**config.mk**
```make
export PLATFORM = sky130hd
export DESIGN_NAME = regfile_writer
export DESIGN_NICKNAME = d
export VERILOG_FILES = /design/src/rtl/regfile_pkg.sv /design/src/rtl/decoder_5_32.sv /design/src/rtl/regfile_writer.sv
export SDC_FILE = /design/constraint.sdc
export NUM_CORES = 1
export LEC_CHECK = 0
export ABC_AREA = 1
export BUFFER_PORTS_ARGS = -buffer_cell sky130_fd_sc_hd__buf_2
export CAP_MARGIN = 20
export CORE_AREA = 10 10 402 404
export CTS_CLUSTER_SIZE = 30
export DETAILED_ROUTE_END_ITERATION = 12
export DIE_AREA = 0 0 412 414
export PLACE_DENSITY = 0.51
export SETUP_SLACK_MARGIN = 0.02
export SYNTH_ARGS = -nofsm -noshare
export SYNTH_HDL_FRONTEND = slang
export SYNTH_SLANG_ARGS = --single-unit
export TNS_END_PERCENT = 1
```
**constraint.sdc**
```tcl
create_clock -name clk -period 1.55 [get_ports clk]
set_input_delay 0.3875 -clock clk [delete_from_list [all_inputs] [get_ports clk]]
set_output_delay 0.3875 -clock clk [all_outputs]
set_load 0.02 [all_outputs]
```
**src/rtl/regfile_pkg.sv**
```systemverilog
// regfile_pkg: shared constants and FSM state type for the register-file writer.
//   NUM_REGS : number of architectural registers
//   ADDR_W   : register index width
//   state_e  : writer FSM states (IDLE, CLEAR)
package regfile_pkg;

    localparam int unsigned NUM_REGS = 32;
    localparam int unsigned ADDR_W   = 5;

    typedef enum logic {
        IDLE,
        CLEAR
    } state_e;

endpackage

```
**src/rtl/decoder_5_32.sv**
```systemverilog
// decoder_5_32: 5-bit index plus enable to 32-bit one-hot.
// Ports:
//   i_idx    : register index
//   i_en     : enable; all outputs low when 0
//   o_onehot : one-hot select, bit i_idx set when enabled
module decoder_5_32
    import regfile_pkg::*;
(
    input  logic [ADDR_W-1:0]   i_idx,
    input  logic                i_en,
    output logic [NUM_REGS-1:0] o_onehot
);

    always_comb begin
        o_onehot = '0;
        if (i_en) begin
            o_onehot[i_idx] = 1'b1;
        end
    end

endmodule

```
**src/rtl/regfile_writer.sv**
```systemverilog
// regfile_writer: 32-entry register file fed through a one-deep write staging
// register, with an optional zeroing sweep of all registers.
// Optional feature: define REGFILE_WRITER_CLEAR_EN to build the clear sweep;
// without it clr_req is ignored and the writer never leaves IDLE.
// Ports:
//   clk      : clock, rising edge
//   rst      : asynchronous active-low reset
//   wr_valid : write request present
//   wr_ready : write request can be accepted this cycle
//   wr_addr  : destination register index
//   wr_data  : write data
//   clr_req  : request a zeroing sweep of registers 1..31
//   busy     : write staged or sweep in progress
//   regs     : flat register contents, register k at [k*N +: N]
module regfile_writer
    import regfile_pkg::*;
#(
    parameter int unsigned N = 32
) (
    input  logic                  clk,
    input  logic                  rst,
    input  logic                  wr_valid,
    output logic                  wr_ready,
    input  logic [ADDR_W-1:0]     wr_addr,
    input  logic [N-1:0]          wr_data,
    input  logic                  clr_req,
    output logic                  busy,
    output logic [NUM_REGS*N-1:0] regs
);

    localparam logic [ADDR_W-1:0] FIRST_IDX = ADDR_W'(1);
    localparam logic [ADDR_W-1:0] LAST_IDX  = ADDR_W'(NUM_REGS - 1);

    state_e              r_state;
    state_e              w_state_next;
    logic [ADDR_W-1:0]   r_cnt;
    logic [ADDR_W-1:0]   w_cnt_next;
    logic                r_stg_valid;
    logic [ADDR_W-1:0]   r_stg_addr;
    logic [N-1:0]        r_stg_data;
    logic                w_clr_start;
    logic                w_accept;
    logic                w_sweep;
    logic [NUM_REGS-1:0] w_wr_en;
    logic [NUM_REGS-1:0] w_clr_en;
    logic                w_unused_en0;

`ifdef REGFILE_WRITER_CLEAR_EN
    assign w_clr_start = (r_state == IDLE) && clr_req;
`else
    logic w_unused_clr_req;
    assign w_unused_clr_req = clr_req;
    assign w_clr_start      = 1'b0;
`endif

    // A pending clear blocks new writes so clear wins over a simultaneous write.
    assign wr_ready = (r_state == IDLE) && !w_clr_start;
    assign w_accept = wr_valid && wr_ready;
    assign w_sweep  = (r_state == CLEAR);
    assign busy     = w_sweep || r_stg_valid;

    always_comb begin
        w_state_next = r_state;
        w_cnt_next   = r_cnt;
        unique case (r_state)
            IDLE: begin
                if (w_clr_start) begin
                    w_state_next = CLEAR;
                    w_cnt_next   = FIRST_IDX;
                end
            end
            CLEAR: begin
                if (r_cnt == LAST_IDX) begin
                    w_state_next = IDLE;
                    w_cnt_next   = '0;
                end else begin
                    w_cnt_next = r_cnt + 1'b1;
                end
            end
        endcase
    end

    always_ff @(posedge clk or negedge rst) begin
        if (!rst) begin
            r_state     <= IDLE;
            r_cnt       <= '0;
            r_stg_valid <= 1'b0;
            r_stg_addr  <= '0;
            r_stg_data  <= '0;
        end else begin
            r_state     <= w_state_next;
            r_cnt       <= w_cnt_next;
            r_stg_valid <= w_accept;
            if (w_accept) begin
                r_stg_addr <= wr_addr;
                r_stg_data <= wr_data;
            end
        end
    end

    decoder_5_32 u_wr_dec (
        .i_idx    (r_stg_addr),
        .i_en     (r_stg_valid),
        .o_onehot (w_wr_en)
    );

    decoder_5_32 u_clr_dec (
        .i_idx    (r_cnt),
        .i_en     (w_sweep),
        .o_onehot (w_clr_en)
    );

    // Register 0 has no storage, so its select lines go nowhere.
    assign w_unused_en0 = w_wr_en[0] ^ w_clr_en[0];

    for (genvar k = 0; k < NUM_REGS; k++) begin : g_reg
        if (k == 0) begin : g_zero
            assign regs[0 +: N] = '0;
        end else begin : g_store
            logic [N-1:0] r_reg;
            // Staging is never valid during a sweep, so the two enables never collide.
            always_ff @(posedge clk or negedge rst) begin
                if (!rst) begin
                    r_reg <= '0;
                end else if (w_clr_en[k]) begin
                    r_reg <= '0;
                end else if (w_wr_en[k]) begin
                    r_reg <= r_stg_data;
                end
            end
            assign regs[k*N +: N] = r_reg;
        end
    end

endmodule

```
# --- Word level (Yosys, flattened, before mapping) ---
# Cells that the tools add are included.
word_totals:
  latch_bits: 0
  mem_bits_rw: 0
  romBits: 0
  memories: 0
  register_bits: 1036
  elab_cells: 150
  output_inout_bits: 1026
  inputBits: 41
classes:
  n_eq_ne: 1
  n_mux: 72
  shifts: 0
  bitwise: 1
  add_sub_neg: 1
  order_cmp: 4
  n_div: 0
  n_reduce_logical: 35
  n_mul: 0
op_table:
  columns: ["operator", "count"]
  rows:
  - ["$mux 32", 64]
  - ["$reduce_bool 2->1", 31]
  - ["$lt 5x6->1 const B", 2]
  - ["$demux 1 s5", 2]
  - ["$ge 5x1->1 const B", 2]
  - ["$mux 5", 2]
  - ["$add 5x1->5 const B", 1]
  - ["$eq 5x5->1 const B", 1]
  - ["$logic_and 1x1->1", 3]
  - ["$mux 1", 3]
  - ["$pmux 1 s2", 1]
  - ["$logic_or 1x1->1", 1]
  - ["$not 1->1", 1]

# --- Longest topological paths before layout ---
# Gate-level depths: netlist of the first run.
logic_depth:
  depth_word: 7
  ltp_mapped: 8
  ltp_nobuf: 7

# --- By module ---
# Synthesis of the first run repeated with hierarchy kept, for this count alone.
hier_totals:
  hier_cells: 3707
  hier_area_um2: 40503.8
by_module_without_submodules:
  columns: ["mod", "seq_area_each_um2", "instances", "cells_each", "area_each_um2"]
  rows:
  - ["regfile_writer", 25924.9, 1, 3607, 40103.5]
  - ["decoder_5_32", 0.0, 2, 50, 200.2]

# --- Worst setup path before layout of the first run ---
# Ideal clock, no wire load.
synth_path:
  path_kind: "reg2reg"
  start: "register r_cnt[0]"
  end: "register g_reg[27].g_store.r_reg[10]"
  t_arrival_ns: 1.473
  stages_incl_launch_ff: 8
  path_buffers: 1
  setup_time_ns: 0.066
  t_required_ns: 1.484
  path_slack_ns: 0.011
  path_cell_list: "dfrtp_1 -> ha_1 -> nand2_1 -> inv_2 -> nand2_1 -> clkbuf_1 -> nand3_1 -> nand2_1"
synth_between:
  elab_chain_cells: 6
  elab_cells_between_ends: 8
synth_lines:
  columns: ["item", "line_no", "text"]
  rows:
  - ["start, declared", "regfile_writer.sv:36", "logic [ADDR_W-1:0] r_cnt;"]
  - ["start signal, assigned", "regfile_writer.sv:92", "r_cnt <= w_cnt_next;"]
  - ["$lt 5x6->1 (not written as such) / $ge 5x1->1 (equally long branches)", "decoder_5_32.sv:17", "o_onehot[i_idx] = 1'b1;"]
  - ["$logic_and 1x1->1 (not written as such)", "decoder_5_32.sv:17", null]
  - ["$mux 1 (not written as such)", "decoder_5_32.sv:17", null]
  - ["$demux 1 s5 *", null, null]
  - ["$mux 32 *", "decoder_5_32.sv:16", "if (i_en) begin"]
  - ["$mux 32 / $reduce_bool 2->1 (equally long branches)", null, null]
  - ["end signal, assigned", "regfile_writer.sv:128", "r_reg <= r_stg_data;"]
  - ["end, declared", "regfile_writer.sv:120", "logic [N-1:0] r_reg;"]
# Every way passes the cells marked *; elsewhere a longest branch is shown, timed or not.
# A chain may end at the register's enable or synchronous reset.

# --- Final worst setup path of the first run ---
layout_path:
  start: "register r_stg_valid"
  end: "output port busy"
layout_between:
  elab_chain_cells: 1
layout_lines:
  columns: ["item", "line_no", "text"]
  rows:
  - ["start, declared", "regfile_writer.sv:38", "logic r_stg_valid;"]
  - ["start signal, assigned", "regfile_writer.sv:93", "r_stg_valid <= w_accept;"]
  - ["$logic_or 1x1->1", "regfile_writer.sv:60", "assign busy = w_sweep || r_stg_valid;"]
  - ["end, declared", "regfile_writer.sv:27", "output logic busy,"]
# Every way passes these cells.

==> PnR_summary.wiki, run 1 <==
{| class="wikitable"
! Metric !! Value
|-
| DIE HEIGHT || 414 µm
|-
| Slack of the worst reg-to-reg path || -0.37 ns
|-
| Fin. max-slew vios || 0
|-
| Cell taking the most area after synthesis || dfrtp_1
|-
| Per-cell routed wire length || 28.0 µm
|-
| Simple-gate share of the synthesized area || 34.2%
|-
| Aggregate negative setup slack || -203.64 ns
|-
| Final Power || a little under 0.1 W
|-
| Setup repair after global routing missed its margin || true
|-
| Largest delay share family, worst path || flip-flops
|-
| Cell area after placement || 53400 µm²
|-
| Final routed DRC violation total || 0
|-
| Count of flip-flops with a built-in enable after synthesis || 0
|-
| Largest clock skew in the final design || 0.0774 ns
|-
| Maximum frequency from static timing analysis || 0.486 GHz
|-
| Detailed-route vias per instance || 5.19
|-
| Biggest cell delay along the critical path || 0.38 ns
|-
| Reg clk slew, reported paths || 0.06 ns
|-
| CTS H-Tree Depth || 3
|-
| Master of the slowest instance on the critical path || dfrtp_1
|-
| Final clock period utilization by the worst path || 133%
|-
| Total of fill cells in the finished design || between 15000 and 20000
|-
| Initial cell density of the core || between 20% and 30%
|-
| Adder and majority gate portion of the synthesized area || 0.175%
|-
| Critical Path Stages || 3
|-
| Synthesized area divided by synthesized cell count || 8.94 µm²
|-
| Dpl hpwl || 150000 µm
|-
| Worst path required time || 1.16 ns
|-
| Pin count of the biggest net entering global routing || 83
|-
| Result of the run || finished with violations
|-
| Synth Area in XOR/XNOR || 0%
|-
| Least setup slack across all paths after layout || -0.507 ns
|-
| DRT antenna net count || 0
|-
| Buffer levels on the longest clock path || 3
|-
| Synth Register Bits || 1036
|-
| Area fraction of the dominant cell type after synthesis || 60.3%
|-
| Std cell rows || 144
|-
| Vias in the first global route || 39330
|-
| Area occupied by multi-input gates || between 15000 and 20000 µm²
|-
| Slew Limit Headroom || 28.4%
|-
| Crit path kind || reg -> out
|-
| Worst setup path endpoint || busy
|-
| Clock tree root driver cell || clkbuf_16
|-
| Quantity of I/O buffers inserted on ports || 1033
|-
| Crit path cell chain || buf_6 > or2_4 > buf_6
|-
| Clock latency of the later-clocked register in the worst-skew pair || 0.77 ns
|-
| Pwr/cell area || 1600 nW/µm²
|-
| Post-synthesis to final-layout area growth || 40.3%
|-
| Cell area after technology mapping || 43000 µm²
|-
| Type of the worst min-delay path || in -> reg
|-
| Max reg flops || between 900 and 1000
|-
| Detailed router's first-iteration violation count || between 4000 and 5000
|-
| Compound-gate portion of the synthesized area || 0.131%
|-
| CTS Sinks || 1036
|-
| Number of nets in the final layout || slightly below 6000
|-
| Yosys Warn Count || 0
|-
| Max VDD drop || around 0.0010 V
|-
| List of most frequent post-synthesis cells || nand3_1 (1963), nand2_1 (1180), dfrtp_1 (1036), clkbuf_1 (340), buf_1 (96)
|-
| Count of pins on the block boundary || 1067
|-
| Shortest period the worst path allows || roughly 2.1 ns
|-
| Combinational family with the most area after synthesis || simple AND/OR/NAND/NOR gates
|-
| Worst reg-to-reg path cell count || 6
|-
| Top post-synthesis cells by area || dfrtp_1 (60%), nand3_1 (23%), nand2_1 (10%)
|-
| Transition at the pin with the smallest max-transition slack || 1.07 ns
|-
| Type of element launching the critical path || flip-flop
|-
| Reg area || 26000 µm²
|-
| Count of endpoints failing hold in the final timing report || 0
|-
| Seq/Total Area, Yosys || 60.3%
|-
| Ys async rst share || between 90% and 100%
|-
| Total global-route track usage || 24.7%
|-
| Worst Path Buf+Inv || 2
|-
| Most frequently used flop master after synthesis || dfrtp_1
|-
| Critical path origin || r_stg_valid
|-
| Die area || about 170000 µm²
|-
| DR vias || 41508
|-
| Cell with the most instances after synthesis || nand3_1
|-
| Core Area || 153000 µm²
|-
| Dominant cell type by count on the critical path || buf_6
|-
| Fraction of synthesized area in multiplexers || 0%
|-
| Critical path capture point type || output pin
|-
| Fraction of final layout cells with drive strength greater than 1 || 28.5%
|-
| Layout Utilization || 39.3%
|-
| Number of maximum-capacitance constraint violations || 0
|-
| Number of setup violations in the final report || 1895
|-
| Critical path data arrival time || 1.67 ns
|-
| Gate Count Post-Synth || about 4800
|-
| Initial antenna violation count || 16
|-
| Placer Congestion || 0.822
|-
| Failing checks || setup timing
|-
| Crit-path max FO || 2
|-
| Destination of the worst register-to-register timing path || g_reg[27].g_store.r_reg[27]
|-
| Area of all placed cells without fillers || around 60000 µm²
|-
| Clock tree from TritonCTS || yes
|-
| Unique masters post-synth || 22
|-
| Wire length reported by the detailed router || between 200000 and 250000 µm
|-
| Clock buffers created by TritonCTS || 116
|-
| Crit Reg-Reg Startpoint || r_stg_valid
|-
| Global-route wire length before repair || 308000 µm
|-
| Die Span X || 412 µm
|-
| Leakage power summed over all cells || 32.6 nW
|-
| Total iterations of the first detailed-routing run || 6
|-
| Overflow after GRT || 0
|}
-- repair_timing --
action	4_1_cts	5_1_grt
buffers inserted	7	5
setup endpoints to repair	2014	1995
endpoints found under the hold margin	525	0
gates resized for setup	568	192
cloned	0	6
hold buffers	38	0
pin swaps	9	21
-- stage by stage --
stage | setup WS, ns | hold WS (ns) | cells
2_1_floorplan | 0.0169 | 0.0919 | 4840
3_3_place_gp | -0.258 | 0.450 | 7720
3_5_place_dp | -0.274 | 0.458 | 7720
4_1_cts | -0.620 | 0.0556 | 7977
5_1_grt | -0.587 | 0.0901 | 7995
6_report | -0.507 | 0.119 | 7998
-- report_power, final --
part           total (W)  internal, W  switching (W)
Sequential        0.0387       0.0335        0.00523
Clock             0.0284       0.0162         0.0122
Combinational     0.0296       0.0108         0.0188
-- routing by layer --
| layer | wire, µm | vias up | GRT usage (%) |
|---|---|---|---|
| met5 | 73 | - | 0 |
| met4 | 13000 | 10 | 12.7 |
| met3 | 20300 | 484 | 6.23 |
| met2 | 104000 | 2122 | 39.3 |
| met1 | 86600 | 20712 | 30.9 |
| li1 | - | 18180 | - |
-- logic make-up after synthesis --
| logic type | count (synthesis) |
|---|---|
| AO/OA/AOI/OAI | 11 |
| other | 1 |
| flip-flops | 1036 |
| buffers and inverters | 540 |
| adder cells (fa/ha/maj) | 6 |
| AND/OR/NAND/NOR | 3215 |
-- worst min path at each step --
| stage | to | startpoint | cells past startpoint | slack [ns] |
|---|---|---|---|---|
| 2_1_floorplan | g_reg[10].g_store.r_reg[0] | rst | 0 | 0.09 |
| 3_3_place_gp | g_reg[31].g_store.r_reg[20] | g_reg[31].g_store.r_reg[20] | 2 | 0.45 |
| 3_5_place_dp | g_reg[31].g_store.r_reg[2] | g_reg[31].g_store.r_reg[2] | 2 | 0.46 |
| 4_1_cts | r_stg_data[13] | wr_valid | 5 | 0.06 |
| 5_1_grt | r_stg_data[20] | wr_valid | 5 | 0.09 |
| 6_report | r_stg_data[8] | wr_valid | 5 | 0.12 |
-- placed cells by master, fill, tap and decap left out, types with 38 or more instances in the layout --
cell           netlist  routed
nand3_1           1963    1960
buf_6                0     359
dfrtp_2              0      45
dfrtp_1           1036     991
clkbuf_16            0     121
buf_12               0     165
dlygate4sd3_1        0      38
nand2_1           1180    1158
buf_4               32     146
buf_2               44     689
-- worst reg2reg max path: cells and delay by family (launching register included) --
| kind | cells | cell delay [ns] |
|---|---|---|
| buffers and inverters | 2 | 0.27 |
| AND/OR/NAND/NOR | 4 | 1.21 |
| flip-flops | 1 | 0.36 |
-- area by class of cell --
cell class | instances | share of cell area, %
diodes | 10 | 0.0415
clock buffers | 180 | 5.73
clock inverters | 32 | 0.722
inverters | 27 | 0.199
multi-input cells | 3265 | 25.4
flip-flops and latches | 1036 | 43.1
well taps | 2044 | 4.24
repair buffers | 1404 | 20.6
(Power assumes the default switching activity.)
==> inputs of run 2 (changes only) <==
- BUFFER_PORTS_ARGS: -buffer_cell sky130_fd_sc_hd__buf_2 -> -buffer_cell sky130_fd_sc_hd__buf_4
==> PnR_summary.wiki, run 2 (synthesis results as in run 1) <==
{| class="wikitable"
! Metric !! Value
|-
| Failing checks || setup timing
|-
| Type of the worst min-delay path || in -> reg
|-
| Met3 track demand over resource in global routing || 5.94%
|-
| Highest-count cells in the layout ignoring fill and taps || nand3_1 (1916), nand2_1 (1138), dfrtp_1 (976), buf_6 (677), buf_4 (513)
|-
| Area occupied by multi-input gates || 15700 µm²
|-
| Global routing usage on met1 || 31.5%
|-
| Count of pins on the block boundary || approximately 1100
|-
| Clock tree from TritonCTS || yes
|-
| DIE HEIGHT || 414 µm
|-
| Reg clk slew, reported paths || 0.06 ns
|-
| Detailed router's first-iteration violation count || 4120
|-
| Worst path required time || 1.16 ns
|-
| Initial antenna violation count || 21
|-
| Final routed DRC violation total || 0
|-
| Number of setup violations in the final report || 1906
|-
| Critical path origin || r_stg_valid
|-
| Crit-path max FO || 2
|-
| Per-cell routed wire length || approximately 29 µm
|-
| Count of endpoints failing hold in the final timing report || 0
|-
| Final clock period utilization by the worst path || 134%
|-
| Number of maximum-capacitance constraint violations || 0
|-
| Transition at the pin with the smallest max-transition slack || 0.723 ns
|-
| Largest delay share family, worst path || flip-flops
|-
| Buffer levels on the longest clock path || 3
|-
| Maximum frequency from static timing analysis || 0.481 GHz
|-
| Max reg flops || 992
|-
| Dominant cell type by count on the critical path || buf_6
|-
| Worst Path Buf+Inv || 2
|-
| Clock latency of the later-clocked register in the worst-skew pair || 0.76 ns
|-
| Fraction of final layout cells with drive strength greater than 1 || slightly above 30%
|-
| Fin. max-slew vios || 0
|-
| Critical path data arrival time || 1.69 ns
|-
| Master of the slowest instance on the critical path || dfrtp_2
|-
| Detailed-route vias per instance || 5.20
|-
| Die Span X || 412 µm
|-
| DRT antenna net count || 0
|-
| CTS Sinks || 1036
|-
| Cell area after placement || 56300 µm²
|-
| Overflow after GRT || 0
|-
| CTS H-Tree Depth || 3
|-
| Shortest period the worst path allows || 2.08 ns
|-
| Crit path cell chain || buf_6 > or2_4 > buf_6
|-
| Biggest cell delay along the critical path || 0.42 ns
|-
| Placer Congestion || 0.832
|-
| Beginning of the worst hold path || wr_valid
|-
| Crit Reg-Reg Startpoint || r_cnt[1]
|-
| Leading cell type in the layout, fill and taps excluded || nand3_1
|-
| Die area || 171000 µm²
|-
| Pin count of the biggest net entering global routing || 76
|-
| Type of element launching the critical path || flip-flop
|-
| Final Power || 0.101 W
|-
| Quantity of I/O buffers inserted on ports || 1033
|-
| Global Route met2 Usage || 40.5%
|-
| Pwr/cell area || 1570 nW/µm²
|-
| Aggregate negative setup slack || -193.26 ns
|-
| Std cell rows || 144
|-
| Leakage power summed over all cells || 33.6 nW
|-
| Slew Limit Headroom || 51.8%
|-
| Critical path capture point type || output pin
|-
| Total global-route track usage || 25.1%
|-
| Total iterations of the first detailed-routing run || 6
|-
| Clock buffers created by TritonCTS || 116
|-
| Dpl hpwl || 154000 µm
|-
| Post-synthesis to final-layout area growth || 50.4%
|-
| Core Area || about 150000 µm²
|-
| Initial cell density of the core || 28.0%
|-
| Total of fill cells in the finished design || 14976
|-
| Largest clock skew in the final design || 0.0491 ns
|-
| Most utilized layer in the global route result || met2
|-
| Area of all placed cells without fillers || 64600 µm²
|-
| Least setup slack across all paths after layout || -0.528 ns
|-
| Crit path kind || reg -> out
|-
| DR vias || 41821
|-
| Number of nets in the final layout || 5938
|-
| Global-route wire length before repair || 313000 µm
|-
| Setup repair after global routing missed its margin || true
|-
| Vias in the first global route || 39333
|-
| Wire length reported by the detailed router || 232000 µm
|-
| Result of the run || finished with violations
|-
| Reg area || 26000 µm²
|-
| Clock tree root driver cell || clkbuf_16
|-
| Max VDD drop || 0.000932 V
|}
## run 2: cell types whose count changed in the layout (fill, tap and decap cells not counted), moves of 9 or more
cell       previous run  this run
nand3_1            1960      1916
buf_2               689         0
nand3_4               5        14
dfrtp_2              45        60
nand3_2              24        59
buf_4               146       513
clkbuf_16           121       138
buf_6               359       677
dfrtp_1             991       976
buf_12              165       189
nand2_1            1158      1138
nand2_2              20        34
## run 2: what timing repair did
| action | CTS | global route |
|---|---|---|
| gates cloned | 0 | 25 |
| endpoints found under the setup margin | 2024 | 1999 |
| buffers inserted | 7 | 18 |
| pin swaps | 1 | 45 |
| hold buffers | 38 | 0 |
| resized for setup | 575 | 287 |
| hold endpoints to repair | 997 | 0 |
## run 2: worst paths after layout
path / to / slack [ns] / depth (start not counted)
max in group asynchronous: g_reg[16].g_store.r_reg[29] / 0.59 / 4
worst min-delay path: r_stg_data[23] / 0.26 / 5
worst max register to register: g_reg[5].g_store.r_reg[29] / -0.22 / 9
worst min register to register: g_reg[31].g_store.r_reg[0] / 0.48 / 2
worst max-delay path: busy / -0.53 / 3
min in group asynchronous: g_reg[18].g_store.r_reg[0] / 0.37 / 4
## run 2: report_power, final
group          leakage [nW]  total (W)  switching, W  internal [W]
sequential             13.6     0.0393       0.00578        0.0335
combinational          18.2     0.0335        0.0192        0.0144
clock                  1.90     0.0284        0.0122        0.0162
## run 2: tightest hold or removal path: cells and delay by family
family / cells / cell delay (ns)
buf+inv: 2 / 0.32
simple gates: 3 / 0.25
## run 2: stage by stage
| stage | util, % | setup WS [ns] | hold slack (ns) | cells |
|---|---|---|---|---|
| 3_3_place_gp | 36.7 | -0.223 | 0.458 | 7729 |
| 5_1_grt | 42.2 | -0.599 | 0.232 | 8041 |
| 3_5_place_dp | 36.7 | -0.261 | 0.464 | 7729 |
| 6_report | 42.2 | -0.528 | 0.258 | 8042 |
| 2_1_floorplan | - | 0.0169 | 0.0919 | 4840 |
| 4_1_cts | 40.9 | -0.640 | 0.208 | 7986 |
## run 2: final cells by class
class                           instances  share of cell area (%)
Sequential cell                      1036                    40.2
Timing Repair Buffer                 1445                    25.2
Multi-Input combinational cell       3264                    24.3
Clock buffer                          175                    5.28
Tap cell                             2044                    3.96
Clock inverter                         37                   0.732
Inverter                               27                   0.199
Antenna cell                           13                  0.0503
Timing Repair inverter                  1                 0.00968
## run 2: per-layer routing
metal  vias to the layer above  wire (µm)
li1                      18289          -
met1                     20982      89800
met2                      2077     109000
met3                       467      19600
met4                         6      13300
met5                         -         26
